**src/rtl/cpu_types_pkg.sv**
```systemverilog
// Shared CPU memory-side types: RAM status encoding and arbiter grant states.
package cpu_types_pkg;
    typedef enum logic [1:0] {
        FREE   = 2'd0,
        BUSY   = 2'd1,
        ACCESS = 2'd2,
        ERROR  = 2'd3
    } ramstate_t;

    typedef enum logic [1:0] {
        IDLE   = 2'd0,
        DGRANT = 2'd1,
        IGRANT = 2'd2
    } arb_state_t;
endpackage

```
**src/rtl/mem_arbiter_if.sv**
```systemverilog
// Cache-side and RAM-side signal bundle of the memory arbiter.
interface mem_arbiter_if
    import cpu_types_pkg::*;
#(
    parameter int ADDR_W = 32,
    parameter int DATA_W = 32
);
    logic              iREN;
    logic [ADDR_W-1:0] iaddr;
    logic              iwait;
    logic [DATA_W-1:0] iload;
    logic              dREN;
    logic              dWEN;
    logic [ADDR_W-1:0] daddr;
    logic [DATA_W-1:0] dstore;
    logic              dwait;
    logic [DATA_W-1:0] dload;
    logic              ramREN;
    logic              ramWEN;
    logic [ADDR_W-1:0] ramaddr;
    logic [DATA_W-1:0] ramstore;
    logic [DATA_W-1:0] ramload;
    ramstate_t         ramstate;
    logic              arb_err;

    // master: the arbiter itself; slave: the caches and RAM around it
    modport master (
        input  iREN, iaddr, dREN, dWEN, daddr, dstore, ramload, ramstate,
        output iwait, iload, dwait, dload, ramREN, ramWEN, ramaddr, ramstore, arb_err
    );
    modport slave (
        output iREN, iaddr, dREN, dWEN, daddr, dstore, ramload, ramstate,
        input  iwait, iload, dwait, dload, ramREN, ramWEN, ramaddr, ramstore, arb_err
    );
endinterface

```
**src/rtl/arb_timeout_ctr.sv**
```systemverilog
// Saturating watchdog counter: clear holds it at 0, expire flags LIMIT-1 cycles counted.
module arb_timeout_ctr #(
    parameter int LIMIT = 64
) (
    input  logic clk,
    input  logic rst,
    input  logic clr,
    input  logic en,
    output logic expire
);
    localparam int CW = (LIMIT > 1) ? $clog2(LIMIT) : 1;

    logic [CW-1:0] cnt;

    assign expire = (cnt == CW'(LIMIT - 1));

    always_ff @(posedge clk) begin
        if (rst || clr)
            cnt <= '0;
        else if (en && !expire)
            cnt <= cnt + 1'b1;
    end
endmodule

```
**src/rtl/mem_arbiter.sv**
```systemverilog
// Arbitrates icache/dcache single-word requests onto one RAM port, data first.
// ARB_FAIR_EN: after MAX_DSTREAK data completions with icache waiting, force an icache grant.
module mem_arbiter
    import cpu_types_pkg::*;
#(
    parameter int ADDR_W      = 32,
    parameter int DATA_W      = 32,
    parameter int TIMEOUT_CYC = 64,
    parameter int MAX_DSTREAK = 4
) (
    input logic         CLK,
    input logic         RST,
    mem_arbiter_if.master bus
);
    arb_state_t        state, state_nx;
    logic              d_req, expire, fair_pick, d_done, i_done;
    logic              iwait, dwait, ram_ren, ram_wen, err;
    logic [ADDR_W-1:0] addr_mux;
    logic [DATA_W-1:0] store_mux;

    assign d_req = bus.dREN | bus.dWEN;

    always_ff @(posedge CLK) begin
        if (RST) state <= IDLE;
        else     state <= state_nx;
    end

    arb_timeout_ctr #(.LIMIT(TIMEOUT_CYC)) u_tmo (
        .clk    (CLK),
        .rst    (RST),
        .clr    (state == IDLE),
        .en     ((state != IDLE) && (bus.ramstate != ACCESS)),
        .expire (expire)
    );

`ifdef ARB_FAIR_EN
    localparam int SW = $clog2(MAX_DSTREAK + 1);
    logic [SW-1:0] streak;

    always_ff @(posedge CLK) begin
        if (RST)
            streak <= '0;
        else if (i_done)
            streak <= '0;
        else if (d_done)
            streak <= !bus.iREN ? '0 :
                      (streak >= SW'(MAX_DSTREAK)) ? streak : streak + 1'b1;
    end

    assign fair_pick = (streak >= SW'(MAX_DSTREAK)) && bus.iREN;
`else
    logic unused_fair;
    // keeps the fairness knobs referenced in the strict-priority build
    assign unused_fair = (MAX_DSTREAK > 0) ^ d_done ^ i_done;
    assign fair_pick   = 1'b0;
`endif

    always_comb begin
        state_nx  = state;
        iwait     = 1'b1;
        dwait     = 1'b1;
        ram_ren   = 1'b0;
        ram_wen   = 1'b0;
        addr_mux  = '0;
        store_mux = '0;
        err       = 1'b0;
        d_done    = 1'b0;
        i_done    = 1'b0;
        case (state)
            IDLE: begin
                if (fair_pick)       state_nx = IGRANT;
                else if (d_req)      state_nx = DGRANT;
                else if (bus.iREN)   state_nx = IGRANT;
            end
            DGRANT: begin
                ram_ren   = bus.dREN & ~bus.dWEN;
                ram_wen   = bus.dWEN;
                addr_mux  = bus.daddr;
                store_mux = bus.dstore;
                // a withdrawn request ends the grant silently
                if (!d_req) begin
                    state_nx = IDLE;
                end else if (bus.ramstate == ACCESS) begin
                    dwait    = 1'b0;
                    d_done   = 1'b1;
                    state_nx = IDLE;
                end else if (bus.ramstate == ERROR || expire) begin
                    err      = 1'b1;
                    state_nx = IDLE;
                end
            end
            IGRANT: begin
                ram_ren  = 1'b1;
                addr_mux = bus.iaddr;
                if (!bus.iREN) begin
                    state_nx = IDLE;
                end else if (bus.ramstate == ACCESS) begin
                    iwait    = 1'b0;
                    i_done   = 1'b1;
                    state_nx = IDLE;
                end else if (bus.ramstate == ERROR || expire) begin
                    err      = 1'b1;
                    state_nx = IDLE;
                end
            end
            default: state_nx = IDLE;
        endcase
    end

    assign bus.iwait    = iwait;
    assign bus.dwait    = dwait;
    assign bus.iload    = bus.ramload;
    assign bus.dload    = bus.ramload;
    assign bus.ramREN   = ram_ren;
    assign bus.ramWEN   = ram_wen;
    assign bus.ramaddr  = addr_mux;
    assign bus.ramstore = store_mux;
    assign bus.arb_err  = err;
endmodule

```
**src/flat_wrapper.sv**
```systemverilog
// flat-port wrapper written by rule: the top's interface ports become plain ports
module mem_arbiter_flat import cpu_types_pkg::*;
#(
    parameter int ADDR_W      = 32,
    parameter int DATA_W      = 32,
    parameter int TIMEOUT_CYC = 64,
    parameter int MAX_DSTREAK = 4
)
  (CLK, RST, bus_iREN, bus_iaddr, bus_dREN, bus_dWEN, bus_daddr, bus_dstore, bus_ramload, bus_ramstate, bus_iwait, bus_iload, bus_dwait, bus_dload, bus_ramREN, bus_ramWEN, bus_ramaddr, bus_ramstore, bus_arb_err);
  mem_arbiter_if #(.ADDR_W(ADDR_W), .DATA_W(DATA_W)) bus_i ();
  input logic CLK;
  input logic RST;
  input wire logic [$bits(bus_i.iREN)-1:0] bus_iREN;
  input wire logic [$bits(bus_i.iaddr)-1:0] bus_iaddr;
  input wire logic [$bits(bus_i.dREN)-1:0] bus_dREN;
  input wire logic [$bits(bus_i.dWEN)-1:0] bus_dWEN;
  input wire logic [$bits(bus_i.daddr)-1:0] bus_daddr;
  input wire logic [$bits(bus_i.dstore)-1:0] bus_dstore;
  input wire logic [$bits(bus_i.ramload)-1:0] bus_ramload;
  input wire logic [$bits(bus_i.ramstate)-1:0] bus_ramstate;
  output wire logic [$bits(bus_i.iwait)-1:0] bus_iwait;
  output wire logic [$bits(bus_i.iload)-1:0] bus_iload;
  output wire logic [$bits(bus_i.dwait)-1:0] bus_dwait;
  output wire logic [$bits(bus_i.dload)-1:0] bus_dload;
  output wire logic [$bits(bus_i.ramREN)-1:0] bus_ramREN;
  output wire logic [$bits(bus_i.ramWEN)-1:0] bus_ramWEN;
  output wire logic [$bits(bus_i.ramaddr)-1:0] bus_ramaddr;
  output wire logic [$bits(bus_i.ramstore)-1:0] bus_ramstore;
  output wire logic [$bits(bus_i.arb_err)-1:0] bus_arb_err;
  assign bus_i.iREN = bus_iREN;
  assign bus_i.iaddr = bus_iaddr;
  assign bus_i.dREN = bus_dREN;
  assign bus_i.dWEN = bus_dWEN;
  assign bus_i.daddr = bus_daddr;
  assign bus_i.dstore = bus_dstore;
  assign bus_i.ramload = bus_ramload;
  assign bus_i.ramstate = bus_ramstate;
  assign bus_iwait = bus_i.iwait;
  assign bus_iload = bus_i.iload;
  assign bus_dwait = bus_i.dwait;
  assign bus_dload = bus_i.dload;
  assign bus_ramREN = bus_i.ramREN;
  assign bus_ramWEN = bus_i.ramWEN;
  assign bus_ramaddr = bus_i.ramaddr;
  assign bus_ramstore = bus_i.ramstore;
  assign bus_arb_err = bus_i.arb_err;
  mem_arbiter #(.ADDR_W(ADDR_W), .DATA_W(DATA_W), .TIMEOUT_CYC(TIMEOUT_CYC), .MAX_DSTREAK(MAX_DSTREAK)) u_core (.CLK(CLK), .RST(RST), .bus(bus_i));
endmodule
```
**config.mk**
```make
export PLATFORM = sky130hd
export DESIGN_NAME = mem_arbiter_flat
export DESIGN_NICKNAME = d
export VERILOG_FILES = /design/src/rtl/cpu_types_pkg.sv /design/src/rtl/mem_arbiter_if.sv /design/src/rtl/arb_timeout_ctr.sv /design/src/rtl/mem_arbiter.sv /design/src/flat_wrapper.sv
export SDC_FILE = /design/constraint.sdc
export NUM_CORES = 1
export LEC_CHECK = 0
export ABC_CLOCK_PERIOD_IN_PS = 1820
export CORE_AREA = 5 5 100 102
export DETAILED_ROUTE_END_ITERATION = 10
export DIE_AREA = 0 0 105 107
export GPL_ROUTABILITY_DRIVEN = 1
export MAX_ROUTING_LAYER = met4
export PLACE_DENSITY = 0.71
export SLEW_MARGIN = 20
export SYNTH_ARGS = -nofsm -noshare
export SYNTH_HDL_FRONTEND = slang
export SYNTH_SLANG_ARGS = --single-unit
```
**constraint.sdc**
```tcl
create_clock -name CLK -period 1.82 [get_ports CLK]
set_input_delay 0.546 -clock CLK [delete_from_list [all_inputs] [get_ports CLK]]
set_output_delay 0.546 -clock CLK [all_outputs]
set_load 0.05 [all_outputs]
```
### Word level (Yosys, flattened, before mapping)

Cells that the tools add are included.

* input bits: 135
* word-level logic and storage cells: 41
* register bits after elaboration: 8
* output and inout bits: 133

* $add $sub $neg: 1
* reductions and logical operators: 7
* bitwise logic cells: 3
* muxes and demuxes: 21
* equality and inequality tests: 7

Operators by type and width (count)
* $pmux W32 S2: 1
* $mux W32: 1
* $mux W2: 6
* $mux W1: 10
* $add A6 B1 Y6 const B: 1
* $eq A2 B2 Y1 const B: 3
* $eq A6 B6 Y1 const B: 1
* $pmux W2 S3: 1
* $pmux W1 S2: 2
* $ne A3 B2 Y1 const B: 1
* $eq A2 B1 Y1 const B: 1
* $logic_and A1 B1 Y1: 2
* $logic_not A2 Y1: 1
* $logic_or A1 B1 Y1: 2
* $ne A2 B2 Y1 const B: 1
* $reduce_bool A2 Y1: 1
* $and A1 B1 Y1: 1
* $logic_not A1 Y1: 1
* $not A1 Y1: 1
* $or A1 B1 Y1: 1

### Depth between registers and ports, before layout

Gate-level depths: netlist of run 1.

* word-level depth: 6
* depth in mapped cells: 7
* depth with buffers taken out: 6

### By module

Synthesis of run 1 repeated with hierarchy kept, for this count alone.

* cells, all modules: 238
* area, all modules: 1735.4 µm²

By module, submodules not included
* mem_arbiter: sequential area each 40.0 µm², area an instance 1436.4 µm², cells an instance 206, instances 1
* arb_timeout_ctr: sequential area each 120.1 µm², area an instance 299.0 µm², cells an instance 32, instances 1

### Least setup slack after synthesis of run 1

No wires, ideal clock.

* path type: register to output
* start point: reg u_core.state[0]
* end point: out bus_ramaddr[10]
* path buffers: 2
* stages on the path, launching flop included: 7
* data required time: 1.274 ns
* slack: -0.535 ns
* arrival: 1.809 ns
* cell sequence: dfxtp_1 > inv_1 > ha_1 > buf_2 > clkbuf_1 > a22oi_1 > nor2b_1

* word-level cells in the longest chain between the ends: 2
* elaborated cells between the ends (all ways): 3
* those cells by class: 2 x eq/ne; 1 x mux

RTL lines
* start: declaration: line mem_arbiter.sv:15 `arb_state_t state, state_nx;`
* start signal: assignment: line mem_arbiter.sv:25 `else state <= state_nx;`
* $eq A2 B2 Y1 / $eq A2 B1 Y1 (equally long branches): line mem_arbiter.sv:69 `case (state)`
* $pmux W32 S2 (*): line mem_arbiter.sv:69
* end: declaration: line flat_wrapper.sv:27 `output wire logic [$bits(bus_i.ramaddr)-1:0] bus_ramaddr;`

Mark *: on every way between the ends. The rest lies on a longest branch, timed or not.

### Worst setup path after layout of run 1

* start point: reg u_core.state[0]
* end point: out bus_ramaddr[0]

Same word-level chain as after synthesis.

==> impl_results.md, run 1 <==
* Outcome: finished, violations left
* Failing checks: negative setup slack
* Crit end category: output port
* Power Density at 378 mW/mm^2
* Number of enable flip-flop cells after synthesis at 0
* Top post-synthesis cells by area: buf_4, a22oi_1, and2_1
* Mean Syn Cell Area at 7.27 sq um
* Hold Crit Class: reg2reg
* Count leader, synth: buf_4
* Global Route Usage Sum at 0.145
* Initial antenna violation count at 0
* Pins Over Slew Limit at 0
* Period minus WS final at 2.10 ns
* Placed insts at 466
* I/O Pins at 268
* Worst Path Arrival at 1.56 ns
* Synthesized cell area at 0.00176 sq mm
* 1st-pass router iterations at 4
* Hold Buf Count CTS at 0
* Storage cell area at 170 sq um
* Final Core Density at 0.545
* Syn nets at 382
* Data required, critical path at 1.27 ns
* Synth Register Bits at 8
* Initial drt markers at 59
* Total CTS buffers at 3
* Wire length per cell at 18.6 microns
* IO buf count at 171
* Total number of vias at 2,195
* Initial core utilization at 0.195
* Post-synthesis sequential area ratio at 0.0910
* Unique cell type count in the Yosys netlist at 37
* WL final at 9110 microns
* Post-route DRC violation count at 0
* Vias in the first global route at 2,351
* RSZ-0062 raised after global routing: yes
* Async S/R FF share, synth at 0
* Setup tns final at -14.67 ns
* PnR Total Power at 1.86 mW
* Power share of the clock group at 0.113
* Final period util at 1.16
* Worst Slack Setup Final at -0.282 ns
* Actual slew at the worst max-slew pin at 0.349 ns
* Final setup vio count at 71
* Peak supply drop at 0.000227 V
* Max Root-Sink Buffers at 2
* Final Hold Viols at 0
* Share of cells above drive strength 1 at 0.630
* CTS Root Cell: clkbuf_8
* Nets at 520
* Fillers at 776
* Max Freq at 0.476 GHz
* Antenna cell count at 0
* Static Leak at 1.85 nW
* Area Overhead vs Synth at 179%
* CP max-delay cell: dfxtp_4
* Non-filler instance count after layout at 489
* Largest stage delay on the critical path at 0.35 ns
* First-pass GRT wire length at 12,800 microns
* Multi-input logic area at 0.00160 sq mm
* Die X at 105 microns
* Seq pwr share at 0.099
* Setup Crit Path Kind: reg2out
* Synth area leader: buf_4
* CP dominant cell by count: buf_12
* Switching power at 0.710 mW
* Comb power frac at 0.788
* Slew margin rel. at 0.765
* Crit path cell chain: buf_6, ha_4, buf_12, a22oi_1, nor2b_4, buf_12
* Worst Skew at 0.00259 ns
* Largest net degree at the start of global routing at 18
* Delay-heaviest family, CP: buffers and inverters
* Synth warnings at 0
* CTS H-tree lvls at 1
* Core area at 0.00902 sq mm
* Max-Cap Viols at 0
* Switch share at 0.382
* Clk sinks at 8
* CTS clk-pin slew, worst paths at 0.04 ns
* Chip height at 107 microns
* Buf/Inv on CP at 3
* ANT nets after route at 0
* Critical Path Fanout Max at 7
* GP Congestion at 0.760
* Worst Setup Start Kind: flip-flop
* Vias/cell at 4.49
* CTS tree: done
* Cells after Synth at 242
* Share of the synthesized area in the top cell type at 0.273
* Overflow after GRT at 0
* Top_reg_cell synth: dfxtp_1
* Site Rows at 35
* Clock Latency Late Sink at 0.23 ns
* Pint at 1.15 mW
* Synth cell count leaders: buf_4, and2_1, a22oi_1, nor2b_1
* Post-DP HPWL at 6220 microns
* Die area at 0.0112 sq mm
==> registers in the layout (all words and copies together), names as in the netlist <==
name / cells
u_core.u_tmo.cnt: 6
u_core.state: 2
==> area by class of cell <==
class | count | area share
Clock buffer | 3 | 0.00840
Sequential cell | 8 | 0.0346
Multi-Input combinational cell | 151 | 0.326
Tap cell | 111 | 0.0283
Timing Repair Buffer | 212 | 0.598
Inverter | 4 | 0.00407
==> power groups by stage <==
stage	Sequential, mW	Clock [mW]	Combinational, mW
6_report	0.183	0.211	1.46
3_5_place_dp	0.185	0	1.22
5_1_grt	0.184	0.227	1.52
2_1_floorplan	0.186	0	0.946
4_1_cts	0.182	0.213	1.43
3_3_place_gp	0.185	0	1.21
==> what timing repair did <==
action / 4_1_cts / 5_1_grt
pin swaps: 18 / 16
setup endpoints to repair: 72 / 71
cloned: 5 / 5
gates resized for setup: 88 / 20
buffers inserted: 11 / 3
endpoints found under the hold margin: 0 / 0
==> worst paths after layout <==
check / start / to / slack, ns / cells past startpoint
worst min-delay path: u_core.u_tmo.cnt[1]$_SDFFE_PP0P_ / u_core.u_tmo.cnt[1]$_SDFFE_PP0P_ / 0.51 / 2
worst max-delay path: u_core.state[0]$_SDFFE_PP0P_ / bus_ramaddr[0] / -0.28 / 6
worst max register to register: u_core.state[0]$_SDFFE_PP0P_ / u_core.state[0]$_SDFFE_PP0P_ / -0.16 / 12
worst min register to register: u_core.u_tmo.cnt[1]$_SDFFE_PP0P_ / u_core.u_tmo.cnt[1]$_SDFFE_PP0P_ / 0.51 / 2
==> tightest hold or removal path, stage by stage, from the launching register on <==
cell	delay, ns
dfxtp_2	0.33
mux2i_1	0.07
nor2_1	0.07
==> kinds of logic (layout without fill, tap and decap cells) <==
| family | count (synthesis) | count (layout) | synth area share |
|---|---|---|---|
| and+or+nand+nor | 95 | 95 | 0.321 |
| buffers and inverters | 83 | 219 | 0.317 |
| AOI/OAI and AO/OA | 48 | 48 | 0.220 |
| DFF | 8 | 8 | 0.0910 |
| adders and majority gates | 5 | 5 | 0.0356 |
| xor gates and xnor gates | 2 | 2 | 0.00996 |
| muxes | 1 | 1 | 0.00569 |
==> cells in the final DEF, fill, tap and decap left out, types with 2 or more instances in the layout <==
cell type	count
buf_12	74
o21ai_1	2
inv_4	2
nand3_2	2
clkbuf_16	5
a21oi_1	2
buf_16	3
xnor2_1	2
a22oi_2	31
inv_1	2
dfxtp_4	2
buf_6	7
clkbuf_8	3
and3_4	2
dfxtp_1	4
buf_4	21
and2_4	34
nor2b_4	32
nor2_1	9
dlygate4sd2_1	3
ha_4	3
clkdlybuf4s50_1	97
nand2_1	6
dfxtp_2	2
==> stage by stage <==
| stage | hold slack (ns) | cell area, sq um | worst slack [ns] |
|---|---|---|---|
| after floorplan | 0.488 | 2100 | -0.0607 |
| after global placement | 0.510 | 4250 | -0.360 |
| after detailed placement | 0.528 | 4250 | -0.390 |
| after CTS | 0.540 | 4760 | -0.276 |
| after global routing | 0.534 | 4910 | -0.322 |
| final | 0.510 | 4910 | -0.282 |
==> routing by layer <==
layer  track usage  part of all wire
met4        0.0493             0.028
met2         0.264              0.55
met3        0.0439             0.081
met5             -                 0
met1         0.148              0.34
No activity file was read; power rests on OpenSTA's default activity.
==> run 2, diff against run 1 <==
--- a/config.mk
+++ b/config.mk
@@ -11,7 +11,7 @@
 export DIE_AREA = 0 0 105 107
 export GPL_ROUTABILITY_DRIVEN = 1
 export MAX_ROUTING_LAYER = met4
-export PLACE_DENSITY = 0.71
+export PLACE_DENSITY = 0.8
 export SLEW_MARGIN = 20
 export SYNTH_ARGS = -nofsm -noshare
 export SYNTH_HDL_FRONTEND = slang
==> impl_results.md, run 2 (synthesis results as in run 1) <==
* Final setup vio count at 69 (-2.8%)
* Final Hold Viols at 0 (unchanged)
* WL final at 9590 microns (+5.2%)
* Power Density at 380 mW/mm^2 (+0.53%)
* Actual slew at the worst max-slew pin at 0.317 ns (-0.0318 ns)
* Area Overhead vs Synth at 179% (about the same)
* Global Route Usage Sum at 0.159 (+0.0141)
* Post-layout instance area at 0.00492 sq mm (about the same)
* CTS tree: done
* I/O Pins at 268 (unchanged)
* Worst r2r path cells at 7 (-5)
* ANT nets after route at 0 (unchanged)
* Vias in the first global route at 2,509 (+6.7%)
* Max FFs per register at 6 (unchanged)
* CP max-delay cell: dfxtp_4
* Antenna cell count at 0 (unchanged)
* CTS H-tree lvls at 1 (unchanged)
* CTS clk-pin slew, worst paths at 0.04 ns (about the same)
* Placed insts at 467 (+0.21%)
* Largest stage delay on the critical path at 0.37 ns (+0.02 ns)
* Most frequent cells in the layout: clkdlybuf4s50_1, buf_12, and2_4
* 1st-pass router iterations at 4 (unchanged)
* Clock Latency Late Sink at 0.22 ns (about the same)
* Period minus WS final at 2.09 ns (-0.0163 ns)
* Wire length per cell at 19.7 microns (+5.7%)
* Max Freq at 0.479 GHz (+0.78%)
* Final period util at 1.15 (-0.00895)
* PnR Total Power at 1.87 mW (+0.58%)
* CP Depth at 6 (unchanged)
* Max-Cap Viols at 0 (unchanged)
* Vias/cell at 4.57 (+1.7%)
* Worst Setup Start Kind: flip-flop
* CP dominant cell by count: buf_12
* Hold Crit Class: reg2reg
* Worst Skew at 0.00171 ns (-0.000880 ns)
* Worst hold endpoint: u_core.u_tmo.cnt[5]$_SDFFE_PP0P_
* Site Rows at 35 (unchanged)
* Post-DP HPWL at 6780 microns (+8.9%)
* Commonest non-fill, non-tap cell in the layout: clkdlybuf4s50_1
* Peak supply drop at 0.000247 V (+8.5%)
* Setup tns final at -14.93 ns (-0.259 ns)
* Hold Buf Count CTS at 0 (unchanged)
* Crit path cell chain: inv_4, ha_4, buf_12, a22oi_1, nor2b_4, buf_12
* FF-to-FF End: u_core.u_tmo.cnt[0]$_SDFFE_PP0P_
* Top Registers: u_core.u_tmo.cnt x6, u_core.state x2
* Initial core utilization at 0.195 (unchanged)
* Chip height at 107 microns (unchanged)
* Die X at 105 microns (unchanged)
* Slew margin rel. at 0.789 (+0.0233)
* Worst Slack Setup Final at -0.266 ns (+0.0163 ns)
* Initial drt markers at 63 (+6.8%)
* Largest net degree at the start of global routing at 21 (+3)
* Multi-input logic area at 0.00159 sq mm (-0.62%)
* Fillers at 754 (-2.8%)
* Failing checks: negative setup slack
* Die area at 0.0112 sq mm (unchanged)
* Flop2flop setup slack at 0.23 ns (+0.39 ns)
* Pins Over Slew Limit at 0 (unchanged)
* Storage cell area at 169 sq um (-0.74%)
* Nets at 518 (-0.38%)
* RSZ-0062 raised after global routing: yes
* Delay-heaviest family, CP: flip-flops
* Buf/Inv on CP at 3 (unchanged)
* Post-DP Area at 0.00428 sq mm (+0.77%)
* Minimum hold slack at 0.565 ns (+0.0554 ns)
* CTS Root Cell: clkbuf_8
* IO buf count at 171 (unchanged)
* Static Leak at 1.86 nW (+0.86%)
* Setup Crit Path Kind: reg2out
* Overflow after GRT at 0 (unchanged)
* Hold Path Depth at 1 (-1)
* Worst min-delay path startpoint: u_core.u_tmo.cnt[5]$_SDFFE_PP0P_
* Max Root-Sink Buffers at 2 (unchanged)
* Worst Path Arrival at 1.54 ns (-0.02 ns)
* Initial antenna violation count at 0 (unchanged)
* Total number of vias at 2,224 (+1.3%)
* Outcome: finished, violations left
* Non-filler instance count after layout at 487 (-0.41%)
* First-pass GRT wire length at 13,800 microns (+8.0%)
* Most flops, register: u_core.u_tmo.cnt
* Crit end category: output port
* Share of cells above drive strength 1 at 0.606 (-0.0232)
* Reg2reg start: u_core.u_tmo.cnt[0]$_SDFFE_PP0P_
* Clk sinks at 8 (unchanged)
* Critical Path Fanout Max at 9 (+2)
* Data required, critical path at 1.27 ns (about the same)
* Total CTS buffers at 3 (unchanged)
* Post-route DRC violation count at 0 (unchanged)
* Core area at 0.00902 sq mm (unchanged)
* GP Congestion at 0.779 (+2.6%)
## run 2: cell type report
type / count / share of cell area
flip-flops and latches: 8 / 0.0344
well taps: 111 / 0.0283
multi-input cells: 151 / 0.324
repair buffers: 210 / 0.601
inverters: 4 / 0.00407
clock buffers: 3 / 0.00840
## run 2: routing by layer
metal,up-vias,wire length [microns],global-route usage,part of all wire
met1,1038,3120,0.154,0.33
met5,-,0,-,0
met4,0,371,0.0630,0.039
met3,40,665,0.0337,0.069
met2,121,5440,0.306,0.57
li1,1025,-,-,-
## run 2: how the worst max path moves through the flow
stage / startpoint / end / slack [ns]
2_1_floorplan: u_core.state[1]$_SDFFE_PP0P_ / bus_ramaddr[10] / -0.06
3_3_place_gp: bus_dWEN / bus_dwait / -0.42
3_5_place_dp: bus_dWEN / bus_dwait / -0.43
4_1_cts: u_core.state[0]$_SDFFE_PP0P_ / bus_ramaddr[14] / -0.30
5_1_grt: u_core.state[0]$_SDFFE_PP0P_ / bus_ramaddr[14] / -0.34
6_report: u_core.state[1]$_SDFFE_PP0P_ / bus_ramaddr[26] / -0.27
## run 2: where the power goes
group          internal [mW]  leakage, nW  total [mW]  switching [mW]
clock network          0.143       0.0216       0.210          0.0665
logic                  0.834         1.77        1.48           0.642
registers              0.179       0.0666       0.184         0.00529
## run 2: worst register-to-register path: stages, from the launching register on
cell and delay (ns):
dfxtp_2 0.31, ha_1 0.20, and3_4 0.17, buf_4 0.16, a211oi_4 0.29, buf_4 0.17, xnor2_1 0.12, nor2_1 0.06
## run 2: metrics by stage
stage	utilization	setup WS, ns
after floorplan	-	-0.0607
after global placement	0.475	-0.418
after detailed placement	0.475	-0.432
after CTS	0.533	-0.302
after global routing	0.545	-0.341
final	0.545	-0.266
## run 2: repair_timing
item | 4_1_cts | 5_1_grt
buffers inserted | 8 | 2
resized for setup | 64 | 43
endpoints found under the setup margin | 72 | 72
pin swaps | 13 | 10
gates cloned | 7 | 3
hold endpoints to repair | 0 | 0
==> run 3, diff against run 2 <==
--- a/config.mk
+++ b/config.mk
@@ -10,6 +10,7 @@
 export DETAILED_ROUTE_END_ITERATION = 10
 export DIE_AREA = 0 0 105 107
 export GPL_ROUTABILITY_DRIVEN = 1
+export GPL_TIMING_DRIVEN = 0
 export MAX_ROUTING_LAYER = met4
 export PLACE_DENSITY = 0.8
 export SLEW_MARGIN = 20
==> impl_results.md, run 3 (synthesis results as in run 1) <==
* Worst Path Arrival at 1.57 ns (+0.03 ns)
* Worst hold endpoint: u_core.u_tmo.cnt[0]$_SDFFE_PP0P_
* Total CTS buffers at 3 (unchanged)
* CTS Root Cell: clkbuf_8
* Worst min-delay path startpoint: u_core.u_tmo.cnt[0]$_SDFFE_PP0P_
* Largest stage delay on the critical path at 0.35 ns (-0.02 ns)
* Worst r2r path cells at 6 (-1)
* 1st-pass router iterations at 6 (+2)
* Pins Over Slew Limit at 0 (unchanged)
* Final Hold Viols at 0 (unchanged)
* Hold Buf Count CTS at 0 (unchanged)
* Buf/Inv on CP at 4 (+1)
* RSZ-0062 raised after global routing: yes
* Hold Path Depth at 2 (+1)
* Static Leak at 2.33 nW (+25%)
* Slew margin rel. at 0.657 (-0.132)
* Max Freq at 0.472 GHz (-1.6%)
* Critical Path Fanout Max at 6 (-3)
* Flop2flop setup slack at 0.19 ns (-0.04 ns)
* CTS H-tree lvls at 1 (unchanged)
* Fillers at 742 (-1.6%)
* Overflow after GRT at 0 (unchanged)
* Area Overhead vs Synth at 207%
* CP max-delay cell: dfxtp_4
* Die area at 0.0112 sq mm (unchanged)
* Power Density at 396 mW/mm^2 (+4.2%)
* Placed insts at 588 (+26%)
* CP Depth at 7 (+1)
* Max FFs per register at 6 (unchanged)
* Final period util at 1.16 (+0.0183)
* Seq pwr share at 0.085 (-0.013)
* Crit end category: output port
* I/O Pins at 268 (unchanged)
* ANT nets after route at 0 (unchanged)
* Peak supply drop at 0.000221 V (-10%)
* Switch share at 0.460 (+0.0782)
* Site Rows at 35 (unchanged)
* Hold Crit Class: reg2reg
* WL final at 10,500 microns (+9.3%)
* Most flops, register: u_core.u_tmo.cnt
* Die X at 105 microns (unchanged)
* Wire length per cell at 17.2 microns (-13%)
* Global Route Usage Sum at 0.173 (+0.0137)
* Initial antenna violation count at 0 (unchanged)
* FF-to-FF End: u_core.u_tmo.cnt[2]$_SDFFE_PP0P_
* Reg2reg start: u_core.u_tmo.cnt[1]$_SDFFE_PP0P_
* IO buf count at 235 (+37%)
* Vias in the first global route at 2,994 (+19%)
* Post-route DRC violation count at 0 (unchanged)
* Final setup vio count at 69 (unchanged)
* First-pass GRT wire length at 15,400 microns (+11%)
* CTS tree: done
* Total number of vias at 2,714 (+22%)
* Clock Latency Late Sink at 0.23 ns (about the same)
* Dpl ws at -1.05 ns (-0.621 ns)
* Largest net degree at the start of global routing at 11 (-48%)
* Non-filler instance count after layout at 611 (+25%)
* Comb power frac at 0.815 (+0.025)
* Switching power at 0.983 mW (+38%)
* CTS clk-pin slew, worst paths at 0.04 ns (about the same)
* Commonest non-fill, non-tap cell in the layout: clkdlybuf4s50_1
* Actual slew at the worst max-slew pin at 0.517 ns (+0.200 ns)
* Worst Slack Setup Final at -0.299 ns (-0.0333 ns)
* Delay-heaviest family, CP: buffers and inverters
* Outcome: finished, violations left
* Core area at 0.00902 sq mm (unchanged)
* Worst Skew at 0.000973 ns (-0.000735 ns)
* Antenna cell count at 0 (unchanged)
* Initial drt markers at 79 (+25%)
* Crit path cell chain: inv_4, ha_4, buf_12, clkbuf_16, a22oi_2, nor2b_4, buf_4
* Max Root-Sink Buffers at 2 (unchanged)
* Failing checks: negative setup slack
* Minimum hold slack at 0.515 ns (-0.0501 ns)
* Share of cells above drive strength 1 at 0.588 (-0.0184)
* Vias/cell at 4.44 (-2.7%)
* Clk sinks at 8 (unchanged)
* Worst Setup Start Kind: flip-flop
* Data required, critical path at 1.27 ns (about the same)
* Max-Cap Viols at 0 (unchanged)
* Initial core utilization at 0.195 (unchanged)
* Chip height at 107 microns (unchanged)
* Setup Crit Path Kind: reg2out
* Top Registers: u_core.u_tmo.cnt x6, u_core.state x2
* Most frequent cells in the layout: clkdlybuf4s50_1, buf_4, dlygate4sd2_1
* Post-DP HPWL at 8320 microns (+23%)
* Period minus WS final at 2.12 ns (+0.0333 ns)
* Nets at 642 (+24%)
* GP Congestion at 0.745 (-4.4%)
* Pint at 1.15 mW (-0.12%)
* Power share of the clock group at 0.100 (-0.012)
[run 3: cell count changes in the layout (fill, tap and decap cells not counted), sizes merged]
cell           before  now
dlygate4sd2         4   69
buf               106  161
clkbuf              5   10
clkdlybuf4s15       1    0
[run 3: timing repair]
item	4_1_cts	5_1_grt
pin swaps	33	13
resized for setup	672	41
buffers inserted	11	3
endpoints found under the setup margin	133	69
cloned	6	1
[run 3: cell type report]
| class | count | area [sq um] | share of cell area |
|---|---|---|---|
| Timing Repair Buffer | 255 | 2690 | 0.499 |
| Multi-Input combinational cell | 151 | 1590 | 0.295 |
| Buffer | 79 | 741 | 0.137 |
| Sequential cell | 8 | 169 | 0.0313 |
| Tap cell | 111 | 139 | 0.0257 |
| Clock buffer | 3 | 41.3 | 0.00765 |
| Inverter | 4 | 20.0 | 0.00371 |
[run 3: how the worst max path moves through the flow]
stage,startpoint,endpoint
2_1_floorplan,u_core.state[1]$_SDFFE_PP0P_,bus_ramaddr[10]
3_3_place_gp,bus_dWEN,bus_arb_err
3_5_place_dp,bus_dWEN,bus_arb_err
4_1_cts,u_core.state[0]$_SDFFE_PP0P_,bus_dwait
5_1_grt,u_core.state[0]$_SDFFE_PP0P_,bus_ramaddr[6]
6_report,u_core.state[0]$_SDFFE_PP0P_,bus_ramaddr[6]
[run 3: power by group through the flow]
stage               Clock, mW  Combinational (mW)  Sequential (mW)
global placement            0                1.50            0.186
floorplan                   0               0.946            0.186
CTS                     0.218                1.69            0.183
global route            0.226                1.82            0.183
detailed placement          0                1.51            0.187
finish                  0.214                1.74            0.183
[run 3: stage by stage]
step,TNS [ns],util,power [mW],instance area (sq um)
after floorplan,-1.20,-,1.13,2100
after global placement,-71.48,0.509,1.69,4590
after detailed placement,-73.70,0.509,1.70,4590
after CTS,-15.95,0.584,2.09,5270
after global routing,-19.09,0.598,2.23,5400
final,-15.13,0.598,2.14,5400
[run 3: metal layers]
layer,up-vias,track usage,wire length (microns)
met4,0,0.0393,187
met5,-,-,0
met1,1254,0.186,3710
li1,1275,-,-
met2,171,0.326,5750
met3,14,0.0325,835
[run 3: worst register-to-register path, stage by stage (launching register included)]
cell	delay, ns
dfxtp_1	0.32
ha_2	0.19
and3_4	0.18
buf_4	0.15
a211oi_4	0.33
a21oi_1	0.14
a31o_2	0.22
==> edit 1: new RTL, flow settings as in run 1 <==
`DATA_W` is set to 32 in 3 places; all go to 16.
--- a/src/rtl/mem_arbiter_if.sv
+++ b/src/rtl/mem_arbiter_if.sv
@@ -3,7 +3,7 @@
     import cpu_types_pkg::*;
 #(
     parameter int ADDR_W = 32,
-    parameter int DATA_W = 32
+    parameter int DATA_W = 16
 );
     logic              iREN;
     logic [ADDR_W-1:0] iaddr;
--- a/src/rtl/mem_arbiter.sv
+++ b/src/rtl/mem_arbiter.sv
@@ -4,7 +4,7 @@
     import cpu_types_pkg::*;
 #(
     parameter int ADDR_W      = 32,
-    parameter int DATA_W      = 32,
+    parameter int DATA_W      = 16,
     parameter int TIMEOUT_CYC = 64,
     parameter int MAX_DSTREAK = 4
 ) (
--- a/src/flat_wrapper.sv
+++ b/src/flat_wrapper.sv
@@ -2,7 +2,7 @@
 module mem_arbiter_flat import cpu_types_pkg::*;
 #(
     parameter int ADDR_W      = 32,
-    parameter int DATA_W      = 32,
+    parameter int DATA_W      = 16,
     parameter int TIMEOUT_CYC = 64,
     parameter int MAX_DSTREAK = 4
 )
Ports: changed (5 resized); port bits go from 268 to 188. No check against the original RTL was run, so the function may have changed too.
==> edit 1 against run 1 <==
The run still ends with setup timing left; worst setup slack improved by 0.081 ns; power fell by 21%; register-to-register slack improved by 0.40 ns; sequential cell count did not move; non-clock buffer count fell by 49; area after synthesis fell by 20%; synthesized cell count fell by 21%; routed wire length fell by 22%; global-route usage fell by 1.9 points; first-iteration DRC count rose by 10%; final cell count fell by 13%; sequential share of layout area rose by 0.77 points; cell area fell by 18%; critical path type unchanged; largest cell class unchanged.
==> edit 1: results (changes against run 1) <==
synth_common_cells: "a22oi_1 (32), buf_4 (32), nor2b_1 (32)"  # was buf_4 (64), and2_1 (33), a22oi_1 (32), nor2b_1 (32)
syn_area_per_cell_um2: 7.344  # was 7.269 um2
reg.largest.list: "u_core.u_tmo.cnt x6, u_core.state x2"  # unchanged
final_nets: 423  # was 520
wl_per_cell_um: 16.86  # was 18.64 um
setup-violations-final: 52  # was 71
slew_headroom_pct: 82.17  # was 76.54%
m1WireLength_um: 2606  # was 3076 um
n_antenna_cell: 0  # unchanged
cellLeakagePower_nw: 1.448  # was 1.846 nW
dr_wl_met2_um: 3906  # was 5043 um
vias_per_cell: 4.450  # was 4.489
clock_skew_ns: 0.002220  # was 0.002587 ns
track_usage_pct: 12.56  # was 14.50%
status: "complete, but fails checks"  # unchanged
antenna_found_initial: 0  # unchanged
synth_xor_area_share_pct: 1.242  # was 0.9957%
arrival_ns: 1.47  # was 1.56 ns
numCtsBuffers: 3  # unchanged
synth_fa_ha_area_share_pct: 4.437  # was 3.556%
crit_fanout: 17  # was 7
synth_compound_area_share_pct: 27.42  # was 21.98%
n_fill_cell: 823  # was 776
violations: "setup timing"  # unchanged
dp_hpwl_um: 5121  # was 6220 um
synthTopCellsByArea: "a22oi_1 (17%), buf_4 (17%), nor2b_1 (14%)"  # was buf_4 (27%), a22oi_1 (14%), and2_1 (12%)
cp_slowest_stage_delay_ns: 0.37  # was 0.35 ns
synth_nets: 300  # was 382
grt_pass1_vias: 2032  # was 2351
yosysSeqAreaShare_pct: 11.36  # was 9.104%
power_switching_w: 0.0005485  # was 0.0007103 W
vias: 1887  # was 2195
wl_met3_um: 535  # was 742 um
muxShareOfSynthArea_pct: 0.7098  # was 0.5690%
fin_ws_ns: -0.2008  # was -0.2822 ns
ir_worst_vdd_uv: 455.8  # was 227.3 uV
grt_start_max_net_pins: 19  # was 18
drive_above_1_share_pct: 59.42  # was 62.96%
grt_pass1_wl_um: 11070  # was 12830 um
gp_congestion: 0.8061  # was 0.7595
drt_iter0_markers: 65  # was 59
portBuffers: 139  # was 171
[edit 1: routing by layer]
layer,GRT usage (%),vias to the layer above
met5,-,-
met4,3.927,0
met3,3.612,9
met2,22.30,91
met1,13.53,907
li1,-,880
[edit 1: cell families after synthesis]
logic type / count (synthesis)
AOI/OAI and AO/OA: 48
adders and majority gates: 5
xor gates and xnor gates: 2
muxes: 1
DFF: 8
buffers and inverters: 49
and+or+nand+nor: 79
[edit 1: per-stage QoR]
stage | worst slack, ns | hold WS [ns] | instance area [um2] | total power, W | TNS (ns)
after floorplan | -0.01730 | 0.4879 | 1697 | 0.0008229 | -0.5005
after global placement | -0.3610 | 0.5253 | 3596 | 0.001126 | -8.230
after detailed placement | -0.3661 | 0.5448 | 3596 | 0.001137 | -9.004
after CTS | -0.2109 | 0.5524 | 3999 | 0.001479 | -8.945
after global routing | -0.2476 | 0.5917 | 4021 | 0.001539 | -11.20
final | -0.2008 | 0.5418 | 4021 | 0.001471 | -8.271
[edit 1: final cells by class]
type,count,area (um2),area share [%]
well taps,111,138.9,3.454
flip-flops and latches,8,170.2,4.231
clock buffers,3,41.29,1.027
repair buffers,163,2201,54.73
inverters,4,20.02,0.4978
multi-input cells,135,1450,36.06
[edit 1: worst max-delay path, delay by kind of cell, from the launching register on]
kind            cells  cell delay (ns)
compound gates      1             0.23
fa+ha+maj           1             0.19
buf+inv             3             0.37
flops               1             0.37
simple gates        1             0.07
[edit 1: worst paths after layout]
check	start	endpoint	slack [ns]	cells after the start
worst max-delay path	u_core.state[0]$_SDFFE_PP0P_	bus_ramaddr[0]	-0.20	6
worst min-delay path	u_core.u_tmo.cnt[5]$_SDFFE_PP0P_	u_core.u_tmo.cnt[5]$_SDFFE_PP0P_	0.54	1
worst max register to register	u_core.u_tmo.cnt[1]$_SDFFE_PP0P_	u_core.u_tmo.cnt[0]$_SDFFE_PP0P_	0.24	7
worst min register to register	u_core.u_tmo.cnt[5]$_SDFFE_PP0P_	u_core.u_tmo.cnt[5]$_SDFFE_PP0P_	0.54	1
[edit 1: timing repair]
action                     4_1_cts  5_1_grt
setup endpoints to repair       56       55
gates cloned                     3        0
buffers inserted                 1        0
pin swaps                       22       10
resized for setup               83        6
[edit 1: power groups by stage]
stage	clock, W	combinational [W]	sequential [W]
final	0.000210	0.00108	0.000184
after global routing	0.000230	0.00113	0.000184
after CTS	0.000217	0.00108	0.000184
after detailed placement	0	0.000951	0.000186
after global placement	0	0.000941	0.000185
after floorplan	0	0.000637	0.000186
==> edit 2: new RTL, config.mk and constraints of run 1 <==
Made on the original files. The 3 states of `arb_state_t` get a one-hot encoding in 3 bits.
--- a/src/rtl/cpu_types_pkg.sv
+++ b/src/rtl/cpu_types_pkg.sv
@@ -7,10 +7,10 @@
         ERROR  = 2'd3
     } ramstate_t;
 
-    typedef enum logic [1:0] {
-        IDLE   = 2'd0,
-        DGRANT = 2'd1,
-        IGRANT = 2'd2
+    typedef enum logic [2:0] {
+        IDLE   = 3'b001,
+        DGRANT = 3'b010,
+        IGRANT = 3'b100
     } arb_state_t;
 endpackage
 
Formal check against the unedited RTL: same outputs for any inputs over 10 cycles, from zero or initial values and one cycle with RST high; not proved beyond that.
==> edit 2 against run 1 <==
The flow still finishes with violations (setup timing); routed wire length shrank 16%; die area stayed put; critical path depth shrank 1; cell area down 13%; area after synthesis decreased by 7.9%; sequential cell count increased by 1; power is 15% lower; worst setup slack better by 0.075 ns; critical path type unchanged; critical endpoint is now bus_arb_err; largest cell class unchanged; largest power group unchanged.
==> edit 2: results (changes against run 1) <==
dp_hpwl_um: 6524  # was 6220 um
wl_per_cell_um: 17.12  # was 18.64 um
synth_common_cells: "buf_4 (67), and2_1 (33), a22o_1 (32)"  # was buf_4 (64), and2_1 (33), a22oi_1 (32), nor2b_1 (32)
reg.largest.list: "u_core.u_tmo.cnt x6, u_core.state x3"  # was u_core.u_tmo.cnt x6, u_core.state x2
yosysSeqAreaShare_pct: 11.12  # was 9.104%
drive_above_1_share_pct: 56.55  # was 62.96%
synth_cell_types: 42  # was 37
violations: "setup timing"  # unchanged
crit_end: "bus_arb_err"  # was bus_ramaddr[0]
cp_slowest_cell: "dfxtp_2"  # was dfxtp_4
cp-startpoint: "u_core.state[2]$_SDFFE_PP0P_"  # was u_core.state[0]$_SDFFE_PP0P_
track_usage_pct: 13.01  # was 14.50%
fin_cells: 447  # was 489
gp_congestion: 0.7651  # was 0.7595
r2r-end: "u_core.state[1]$_SDFFE_PP0P_"  # was u_core.state[0]$_SDFFE_PP0P_
synth_fa_ha_area_share_pct: 0.7722  # was 3.556%
power_switching_share_pct: 36.21  # was 38.21%
crit_fanout: 3  # was 7
drt_iter0_markers: 67  # was 59
syn_area_per_cell_um2: 7.943  # was 7.269 um2
grt_pass1_wl_um: 11520  # was 12830 um
r2r_setup_slack_ns: 0.19  # was -0.16 ns
place_area_um2: 4060  # was 4249 um2
setup-violations-final: 69  # was 71
fin_ws_ns: -0.2069  # was -0.2822 ns
arrival_ns: 1.48  # was 1.56 ns
pre_cts_slack_ns: -0.4291  # was -0.3898 ns
final_nets: 473  # was 520
status: "complete, but fails checks"  # unchanged
synthTopCellsByArea: "buf_4 (31%), a22o_1 (17%), and2_1 (13%)"  # was buf_4 (27%), a22oi_1 (14%), and2_1 (12%)
## edit 2: changes by cell type after synthesis, sizes merged, moves of 3 or more
cell / delta
nor2b: -31
nand2: -3
buf: +5
o21ai: -3
nor3: +4
a22oi: -32
ha: -4
clkbuf: -7
nor2: -4
a22o: +32
nor3b: +3
## edit 2: final cells by class
cell class                 instances  area [um2]
timing repair buffer             205        2735
multi-input combinational        113        1170
fill                             815        4730
tap                              111       138.9
inverter                           5       18.77
clock buffer                       4       45.04
sequential                         9       183.9
## edit 2: kinds of logic after synthesis
kind of cell / after synthesis
compound gates: 50
xor+xnor: 2
fa+ha+maj: 1
buf+inv: 82
flops: 9
mux: 1
simple gates: 59
## edit 2: critical path, delay by kind of cell (launching register included)
kind            cells  cell delay (ns)
simple gates        3             0.69
compound gates      1             0.06
buf+inv             1             0.16
flops               1             0.34
## edit 2: how the worst min path moves through the flow
stage	to	depth (start not counted)	slack, ns
5_1_grt	u_core.u_tmo.cnt[1]$_SDFFE_PP0P_	2	0.59
3_5_place_dp	u_core.u_tmo.cnt[1]$_SDFFE_PP0P_	2	0.52
3_3_place_gp	u_core.u_tmo.cnt[1]$_SDFFE_PP0P_	2	0.50
4_1_cts	u_core.u_tmo.cnt[1]$_SDFFE_PP0P_	2	0.53
2_1_floorplan	u_core.u_tmo.cnt[1]$_SDFFE_PP0P_	2	0.49
6_report	u_core.u_tmo.cnt[1]$_SDFFE_PP0P_	2	0.52
## edit 2: through the flow
step / utilization [%] / setup TNS (ns) / hold slack, ns
3_5_place_dp: 45.01 / -6.579 / 0.5202
6_report: 47.57 / -12.15 / 0.5208
4_1_cts: 47.16 / -13.61 / 0.5307
3_3_place_gp: 45.01 / -6.160 / 0.5037
2_1_floorplan: - / -0.9953 / 0.4874
5_1_grt: 47.57 / -16.51 / 0.5924
## edit 2: repair_timing
item,4_1_cts,5_1_grt
gates resized for setup,27,1
pin swaps,12,0
cloned,2,1
endpoints found under the setup margin,74,69
buffers inserted,2,1
## edit 2: layer usage
metal  global-route usage, %  wire, um  vias to the layer above
met3                   4.094       707                       32
met4                   5.023       276                        0
met1                   13.36      2673                      864
met2                   23.16      3996                      133
li1                        -         -                      914
met5                       -         0                        -
## edit 2: power groups by stage
stage                     logic (W)  registers (W)  clock network [W]
final                       0.00112       0.000226           0.000235
after floorplan            0.000856       0.000222                  0
after global routing        0.00117       0.000229           0.000248
after CTS                   0.00112       0.000227           0.000238
after global placement      0.00108       0.000228                  0
after detailed placement    0.00109       0.000228                  0
